`config.mk`:
```
export PLATFORM = sky130hd
export DESIGN_NAME = snr_db_converter
export DESIGN_NICKNAME = d
export VERILOG_FILES = /design/src/rtl/snr_db_converter_pkg.sv /design/src/rtl/snr_db_converter_log2_fixed.sv /design/src/rtl/snr_db_converter.sv
export SDC_FILE = /design/constraint.sdc
export NUM_CORES = 1
export LEC_CHECK = 0
export CELL_PAD_IN_SITES_DETAIL_PLACEMENT = 1
export CELL_PAD_IN_SITES_GLOBAL_PLACEMENT = 1
export CORE_ASPECT_RATIO = 0.5
export CORE_MARGIN = 1.5
export CORE_UTILIZATION = 45
export DETAILED_ROUTE_END_ITERATION = 6
export HOLD_SLACK_MARGIN = 0.08
export PLACE_DENSITY_LB_ADDON = 0.1
export SLEW_MARGIN = 15
export SYNTH_ARGS = -nofsm -noshare
export SYNTH_HDL_FRONTEND = slang
export SYNTH_SLANG_ARGS = --single-unit
```
`constraint.sdc`:
```
create_clock -name clk -period 7.6 [get_ports clk]
set_clock_uncertainty 0.15 [all_clocks]
set_input_delay 1.52 -clock clk [delete_from_list [all_inputs] [get_ports clk]]
set_output_delay 1.52 -clock clk [all_outputs]
set_load 0.01 [all_outputs]
```
`src/rtl/snr_db_converter_pkg.sv`:
```
// Shared constants, Q-format widths and FSM state type for the SNR dB converter.
package snr_db_converter_pkg;

    localparam int unsigned K_10LOG10_2_Q12 = 12330;
    localparam int unsigned INT_W           = 6;
    localparam int unsigned MANT_W          = 16;
    localparam int unsigned DB_W            = 16;

    localparam logic signed [DB_W-1:0] DB_MIN     = 16'sh8000;
    localparam logic signed [DB_W-1:0] DB_MAX     = 16'sh7FFF;
    localparam logic signed [DB_W-1:0] DB_NEG_SAT = 16'sh8001;

    typedef enum logic [2:0] {
        IDLE,
        NORM,
        FRAC,
        SCALE,
        DONE
    } state_t;

endpackage

```
`src/rtl/snr_db_converter_log2_fixed.sv`:
```
// Iterative fixed-point log2 of an unsigned Q(IN_WIDTH/2).(IN_WIDTH/2) value:
// one normalize cycle on go, then one squaring cycle per fractional bit.
module log2_fixed
    import snr_db_converter_pkg::*;
#(
    parameter int unsigned FRAC_BITS = 8,
    parameter int unsigned IN_WIDTH  = 32
) (
    input  logic                    clk,
    input  logic                    reset,
    input  logic                    go,
    input  logic [IN_WIDTH-1:0]     x,
    output logic signed [INT_W-1:0] int_part,
    output logic [FRAC_BITS-1:0]    frac_part,
    output logic                    ready
);

    localparam int unsigned P_W     = $clog2(IN_WIDTH);
    localparam int unsigned IN_FRAC = IN_WIDTH / 2;

    logic [P_W-1:0]    lead;
    logic [MANT_W-1:0] m_init;
    logic [MANT_W-1:0] m;
    logic [MANT_W:0]   sq_top;
    logic [MANT_W-1:0] m_next;
    logic [3:0]        cnt;
    logic              running;

    always_comb begin
        lead = '0;
        for (int unsigned i = 0; i < IN_WIDTH; i++) begin
            if (x[i]) lead = P_W'(i);
        end
        m_init = MANT_W'((x << (P_W'(IN_WIDTH - 1) - lead)) >> (IN_WIDTH - MANT_W));
        // Q2.30 square kept from bit 15 up: bit 16 is the integer-2 flag.
        sq_top = (MANT_W + 1)'(((2 * MANT_W)'(m) * (2 * MANT_W)'(m)) >> (MANT_W - 1));
        m_next = sq_top[MANT_W] ? sq_top[MANT_W:1] : sq_top[MANT_W-1:0];
    end

    // Asserted during the cycle that produces the final fractional bit.
    assign ready = running && (cnt == 4'(FRAC_BITS - 1));

    always_ff @(posedge clk) begin
        if (reset) begin
            int_part  <= '0;
            frac_part <= '0;
            m         <= '0;
            cnt       <= '0;
            running   <= 1'b0;
        end else if (go) begin
            int_part  <= $signed(INT_W'(lead) - INT_W'(IN_FRAC));
            frac_part <= '0;
            m         <= m_init;
            cnt       <= '0;
            running   <= 1'b1;
        end else if (running) begin
            frac_part <= FRAC_BITS'({frac_part, sq_top[MANT_W]});
            m         <= m_next;
            cnt       <= cnt + 4'd1;
            if (ready) running <= 1'b0;
        end
    end

endmodule

```
`src/rtl/snr_db_converter.sv`:
```
// Converts a Q16.16 linear SNR to signed Q8.8 dB via log2 and a 10*log10(2) scale,
// behind a 4-phase start/done handshake.
module snr_db_converter
    import snr_db_converter_pkg::*;
#(
    parameter int unsigned FRAC_BITS = 8,
    parameter int unsigned IN_WIDTH  = 32
) (
    input  logic                   clk,
    input  logic                   reset,
    input  logic                   start_db,
    input  logic [IN_WIDTH-1:0]    snr_linear,
    output logic signed [DB_W-1:0] snr_db,
    output logic                   done_snr_db,
    output logic                   busy,
    output logic                   zero_input
);

    localparam int unsigned L_W    = INT_W + FRAC_BITS;
    localparam int unsigned PROD_W = L_W + 16;

    localparam logic signed [PROD_W-1:0] K_EXT      = PROD_W'(K_10LOG10_2_Q12);
    localparam logic signed [PROD_W-1:0] ROUND_HALF = PROD_W'(1) <<< (FRAC_BITS + 3);

    state_t                   state;
    logic [IN_WIDTH-1:0]      x_reg;
    logic                     log_go;
    logic                     log_ready;
    logic signed [INT_W-1:0]  int_part;
    logic [FRAC_BITS-1:0]     frac_part;
    logic signed [L_W-1:0]    l_val;
    logic signed [PROD_W-1:0] prod;
    logic signed [PROD_W-1:0] shifted;
    logic signed [DB_W-1:0]   db_sat;

    log2_fixed #(
        .FRAC_BITS (FRAC_BITS),
        .IN_WIDTH  (IN_WIDTH)
    ) u_log2 (
        .clk       (clk),
        .reset     (reset),
        .go        (log_go),
        .x         (x_reg),
        .int_part  (int_part),
        .frac_part (frac_part),
        .ready     (log_ready)
    );

    always_comb begin
        l_val   = $signed({int_part, frac_part});
        prod    = PROD_W'(l_val) * K_EXT;
        shifted = (prod + ROUND_HALF) >>> (FRAC_BITS + 4);
        if (shifted > PROD_W'(DB_MAX)) begin
            db_sat = DB_MAX;
        end else if (shifted < PROD_W'(DB_NEG_SAT)) begin
            db_sat = DB_NEG_SAT;
        end else begin
            db_sat = DB_W'(shifted);
        end
    end

    always_ff @(posedge clk) begin
        if (reset) begin
            state       <= IDLE;
            x_reg       <= '0;
            log_go      <= 1'b0;
            snr_db      <= '0;
            done_snr_db <= 1'b0;
            busy        <= 1'b0;
            zero_input  <= 1'b0;
        end else begin
            log_go <= 1'b0;
            case (state)
                IDLE: begin
                    if (start_db) begin
                        x_reg      <= snr_linear;
                        busy       <= 1'b1;
                        zero_input <= 1'b0;
                        if (snr_linear == '0) begin
                            zero_input <= 1'b1;
                            snr_db     <= DB_MIN;
                            state      <= DONE;
                        end else begin
                            log_go <= 1'b1;
                            state  <= NORM;
                        end
                    end
                end
                NORM:  state <= FRAC;
                FRAC:  if (log_ready) state <= SCALE;
                SCALE: begin
                    snr_db <= db_sat;
                    state  <= DONE;
                end
                DONE: begin
                    // done rises on the first DONE edge even if start already fell.
                    if (done_snr_db && !start_db) begin
                        done_snr_db <= 1'b0;
                        state       <= IDLE;
                    end else begin
                        done_snr_db <= 1'b1;
                        busy        <= 1'b0;
                    end
                end
                default: state <= IDLE;
            endcase
        end
    end

endmodule

```
; Yosys cells after proc, flatten, opt, wreduce, memory -nomap -nowiden
; Index checks and enable logic that the tools add are counted.
[word_totals]
regBits = 90
in_bits = 35
out_inout_bits = 19
word_cells = 100
[classes]
addsub = 4
mul = 2
order_cmp = 2
n_eq_ne = 10
shifts = 1
muxes = 53
n_bitwise = 2
reduce_logical = 14
[op_table]
columns = operator, n
row1 = 5-bit 2-to-1 mux, 30
row2 = 16-bit 2-to-1 mux, 7
row3 = 32-bit logical NOT, 1
row4 = 16-bit by 16-bit multiplier with 32-bit output, 1
row5 = 16-bit one-hot mux with 2 select lines, 1
row6 = 32-bit by 5-bit left shift with 32-bit output, 1
row7 = 29-bit by 13-bit adder with 30-bit output (second input constant), 1
row8 = 14-bit by 14-bit multiplier with 28-bit output (second input constant), 1
row9 = 18-bit by 16-bit greater-than comparator with 1-bit output (second input constant), 1
row10 = 18-bit by 16-bit < comparator with 1-bit output (second input constant), 1
row11 = 3-bit one-hot mux with 5 select lines, 1
row12 = 3-bit 2-to-1 mux, 4
row13 = 2-bit != test (second input constant), 5
row14 = 1-bit 2-to-1 mux, 9
row15 = 3-bit AND reduction, 3
row16 = 3-bit by 2-bit == test with 1-bit output (second input constant), 2
row17 = 2-bit nonzero test, 3
row18 = 5-bit by 5-bit subtractor with 6-bit output (second input constant), 1
row19 = 5-bit subtractor (first input constant), 1
row20 = 4-bit by 1-bit adder with 4-bit output (second input constant), 1
row21 = 4-bit by 3-bit == test with 1-bit output (second input constant), 1
row22 = 3-bit by 1-bit == test with 1-bit output (second input constant), 1
row23 = 3-bit == test (second input constant), 1
row24 = 3-bit logical NOT, 1
row25 = other kinds (7), 9

; Depth between registers and ports, before layout
[logic_depth]
word_depth = 34
mapped_depth = 29
ltp_nobuf = 26

; Modules after synthesis
; From an unflattened synthesis, not the netlist that was laid out.
[hier_totals]
cells_unflattened = 1914
hier_area_um2 = 16535.9
[modules_own_cells]
columns = module, instances, cells_per_inst, area_each_um2, seq_area_each_um2
row1 = log2_fixed, 1, 1175, 10181.0, 680.7
row2 = snr_db_converter, 1, 739, 6354.8, 1101.1

; Worst setup path after synthesis
; OpenSTA, ideal clock, no wires.
[synth_path]
path_kind = register to register
startpoint = register u_log2.int_part[4]
endpoint = register snr_db[1]
setup_time_ns = 0.122
arrival_time_ns = 6.987
required_time_ns = 7.328
path_slack_ns = 0.341
path_stages_with_launch = 25
n_path_buf = 2
period_less_slack_ns = 7.259
path_cell_list = dfxtp_1 > ha_1 > fa_1 > ha_1 > inv_1 > fa_1 > inv_1 > fa_1 > inv_1 > fa_1 > inv_1 > ha_1 > buf_4 > o21ai_0 > a2bb2oi_2 > o31ai_1 > or4b_1 > a21oi_1 > nand3_1 > nor4_4 > mux2_4 > a211oi_1 > a211oi_2 > buf_6 > a221o_1
[synth_between]
elab_chain_len = 6
word_cells_on_any_way = 7
classes_between = 1 x add/sub / 1 x mul / 2 x order compare / 3 x mux
[synth_rtl]
columns = element, line_no
row1 = from (decl), snr_db_converter_log2_fixed.sv:13  ; output logic signed [INT_W-1:0] int_part,
row2 = from (signal assigned), snr_db_converter_log2_fixed.sv:51  ; int_part <= $signed(INT_W'(lead) - INT_W'(IN_FRAC));
row3 = 14-bit by 14-bit multiplier with 28-bit output (*), snr_db_converter.sv:51  ; prod = PROD_W'(l_val) * K_EXT;
row4 = 29-bit by 13-bit adder with 30-bit output (*), snr_db_converter.sv:52  ; shifted = (prod + ROUND_HALF) >>> (FRAC_BITS + 4);
row5 = 18-bit by 16-bit < comparator with 1-bit output, snr_db_converter.sv:55  ; end else if (shifted < PROD_W'(DB_NEG_SAT)) begin
row6 = 16-bit 2-to-1 mux, snr_db_converter.sv:55
row7 = 16-bit 2-to-1 mux (*), snr_db_converter.sv:53  ; if (shifted > PROD_W'(DB_MAX)) begin
row8 = 16-bit one-hot mux with 2 select lines (*), snr_db_converter.sv:73  ; case (state)
row9 = to (signal assigned), snr_db_converter.sv:92  ; snr_db <= db_sat;
row10 = to (decl), snr_db_converter.sv:13  ; output logic signed [DB_W-1:0] snr_db,
; Mark *: on every way between the ends. The rest lies on a longest branch, timed or not.
; A chain may end at the register's enable or synchronous reset.

; Worst setup path after layout
[layout_path]
startpoint = register u_log2.m[6]
endpoint = register u_log2.m[7]
[layout_between]
elab_chain_len = 4
[layout_rtl]
columns = element, line_no
row1 = from (decl), snr_db_converter_log2_fixed.sv:23  ; logic [MANT_W-1:0] m;
row2 = from (signal assigned), snr_db_converter_log2_fixed.sv:53  ; m <= m_init;
row3 = from (signal assigned), snr_db_converter_log2_fixed.sv:58  ; m <= m_next;
row4 = 16-bit by 16-bit multiplier with 32-bit output, snr_db_converter_log2_fixed.sv:36  ; sq_top = (MANT_W + 1)'(((2 * MANT_W)'(m) * (2 * MANT_W)'(m)) >> (MANT_W - 1));
row5 = 16-bit 2-to-1 mux, snr_db_converter_log2_fixed.sv:37  ; m_next = sq_top[MANT_W] ? sq_top[MANT_W:1] : sq_top[MANT_W-1:0];
row6 = 16-bit 2-to-1 mux, snr_db_converter_log2_fixed.sv:56  ; end else if (running) begin
row7 = 16-bit 2-to-1 mux, snr_db_converter_log2_fixed.sv:50  ; end else if (go) begin
; Every way passes these cells. The select of a mux whose other input is x is not followed.

==> flow_summary.yaml <==
worst_setup_path:
  rrSetupSlack_ns: 0.38
  crit_top_cell: "fa_1"
  crit_family: "adder cells"
  crit_chain: "and2_1, fa_1, fa_1, fa_1, fa_1, inv_1, fa_1, inv_1, fa_1, ha_1, a21o_1, a21o_1, a21o_1, a21oi_2, a311oi_2, a31o_2, a311oi_1, buf_4, xnor2_2, buf_4, o21ai_0, o21ai_0, a21oi_1"
  crit_type: "flop to flop"
  path_max_fanout: 17
  crit_buf_inv: 4
  start_kind: "flop"
  cp_slowest_cell: "dfxtp_1"
  critPathCaptureType: "flop"
  cp.arrival_ns: 7.29
  critPathMaxStageDelay_ns: 0.62
  cp.required_ns: 7.67
die:
  core_area_sq_mm: 0.0360
  num_rows: 49
  dieArea_sq_mm: 0.0379
  start_util: 0.458
  io_pins: 54
  die_y_um: 138
  die_width_um: 274
clock_network:
  clk_latency_ns: 0.37
  ctsHtreeMaxLevel: 3
  numCtsBuffers: 9
  cts_buffer_depth: 2
  clkTransAtPathRegs_ns: 0.07
  cts_setup_buffers: 0
  root_buffer: "clkbuf_16"
  cts_tree: "yes"
  cts.sinks: 89
grt:
  antenna_found_initial: 0
  grtUsageTotal: 0.257
  grt_pass1_wl_um: 77500
  grt_pass1_vias: 14500
  overflow: 0
  grt_max_degree: 65
sta:
  post-route-min-period_ns: 7.22
  setup_tns_ns: 0
  worst_pin_slew_ns: 1.13
  finalWorstSetupSlack_ns: 0.376
  final_hold_viol_count: 0
  rsz0062_at_grt: "no"
  fmax_ghz: 0.138
  maxSlewViolCount: 0
  post-route-period-util: 0.951
  slew_headroom: 0.244
  finalSetupViolCount: 0
logic_synthesis:
  ys_seq_area_frac: 0.108
  synth_cells: 1910
  synth_area_leader_cell: "fa_1"
  synthFlopType: "dfxtp_1"
  synth_area_sq_mm: 0.0165
  ys_types: 97
  avgSynthCellArea_sq_um: 8.64
  async_flop_share: 0
  netlist.area_leader.share: 0.243
  yosysMostFrequentCell: "inv_1"
  ys_warn_count: 0
  synth_edf_count: 0
  syn_nets: 2354
  ys_top_cells_by_area: "fa_1 (24%), ha_1 (16%), dfxtp_1 (11%)"
  ys_ff_latch: 89
  synthTopCellsByCount: "inv_1 (321), ha_1 (209), fa_1 (200)"
power:
  irDropWorstVdd_mv: 0.0983
  powerDensity_mw_per_mm2: 132
  p_leak_nw: 8.82
layout:
  ff_latch_area_sq_mm: 0.00180
  largest_reg_flops: 32
  multiInputGateArea_sq_mm: 0.0132
  area.growth.synth_to_final_pct: 9.30
  nNetsFinal: 2384
  diodes: 0
  n_fill_cell: 4240
  drive_gt1_frac: 0.0833
place:
  dpl.hpwl_um: 38700
  place_ws_ns: 0.136
  gp_congestion: 0.868
  io_buffers: 53
worst_hold_path:
  hold_class: "flop to flop"
drt:
  antenna_left: 0
  drt_iter0_drc: 660
  wirelength_um: 46400
  vias_per_cell: 5.52
  first_pass_iters: 5
  route.detailed.drc: 0
  vias: 13400
  drt-wirelength-per-cell_um: 19.1
run_status:
  run_status: "complete, no violations"
flow_run:
  drv_cap: 0
## cell families after synthesis
logic type | count (synthesis) | synth area share
AOI/OAI and AO/OA | 354 | 0.152
xor gates and xnor gates | 60 | 0.0334
adders and majority gates | 409 | 0.401
buffers and inverters | 397 | 0.0926
DFF | 89 | 0.108
muxes | 56 | 0.0508
and+or+nand+nor | 545 | 0.162
## metal layers
layer,global-route usage,vias up,wire [um],share of wire
met2,0.430,160,22100,0.48
met3,0.0274,53,1150,0.025
met4,0.0616,0,876,0.019
met1,0.354,6699,22200,0.48
met5,0,-,0,0
li1,-,6488,-,-
## report_power, final
group          internal, mW  leakage, nW  switching [mW]
Combinational         0.499         7.93           0.771
Sequential            0.500        0.730          0.0753
Clock                 0.326        0.168           0.218
Total                  1.33         8.82            1.06
## worst paths after layout
path / startpoint / cells past startpoint / to
setup / recovery: u_log2.m[6] / 23 / u_log2.m[7]
hold / removal: zero_input / 2 / zero_input
setup reg to reg: u_log2.m[6] / 23 / u_log2.m[7]
hold reg to reg: zero_input / 2 / zero_input
## cell type report
cell class                 count  area share
multi-input combinational   1424       0.734
sequential                    89      0.0996
inverter                     321      0.0668
timing repair buffer          95      0.0466
tap                          484      0.0336
clock buffer                   9      0.0125
clock inverter                 7     0.00701
## cells in the final DEF (no fill, tap or decap), drive strengths merged, types with 23 or more instances in the layout
cell type and count:
a21oi 106, xor2 23, ha 209, fa 200
inv 323, clkdlybuf4s50 52, nor2 114, nor3 35
nand2 194, nand3 45, xnor2 37, dfxtp 89
mux2i 26, o21ai 60, buf 43, and2 61
## what timing repair did
item,CTS,global route
gates resized for setup,0,14
hold endpoints to repair,0,0
endpoints found under the setup margin,0,16
hold buffers,0,0
## worst reg2reg max path, cell delays in order, from the launching register on
cell and delay [ns]:
dfxtp_1 0.62, and2_1 0.22, fa_1 0.47, fa_1 0.58, fa_1 0.44, fa_1 0.50, inv_1 0.06, fa_1 0.56
inv_1 0.06, fa_1 0.48, ha_1 0.34, a21o_1 0.21, a21o_1 0.18, a21o_1 0.18, a21oi_2 0.21, a311oi_2 0.18
a31o_2 0.36, a311oi_1 0.28, buf_4 0.18, xnor2_2 0.12, buf_4 0.24, o21ai_0 0.12, o21ai_0 0.21, a21oi_1 0.11
## through the flow
| stage | power (mW) | hold slack [ns] | cell area, sq um | util | cells |
|---|---|---|---|---|---|
| after CTS | 2.40 | 0.311 | 18000 | 0.500 | 2429 |
| after global placement | 1.83 | 0.301 | 17600 | 0.490 | 2413 |
| after detailed placement | 1.85 | 0.301 | 17600 | 0.490 | 2413 |
| after floorplan | 1.47 | 0.313 | 16500 | - | 1910 |
| after global routing | 2.57 | 0.329 | 18000 | 0.501 | 2429 |
| final | 2.39 | 0.310 | 18000 | 0.501 | 2429 |
Note: power is estimated with default switching activity, not from simulation.
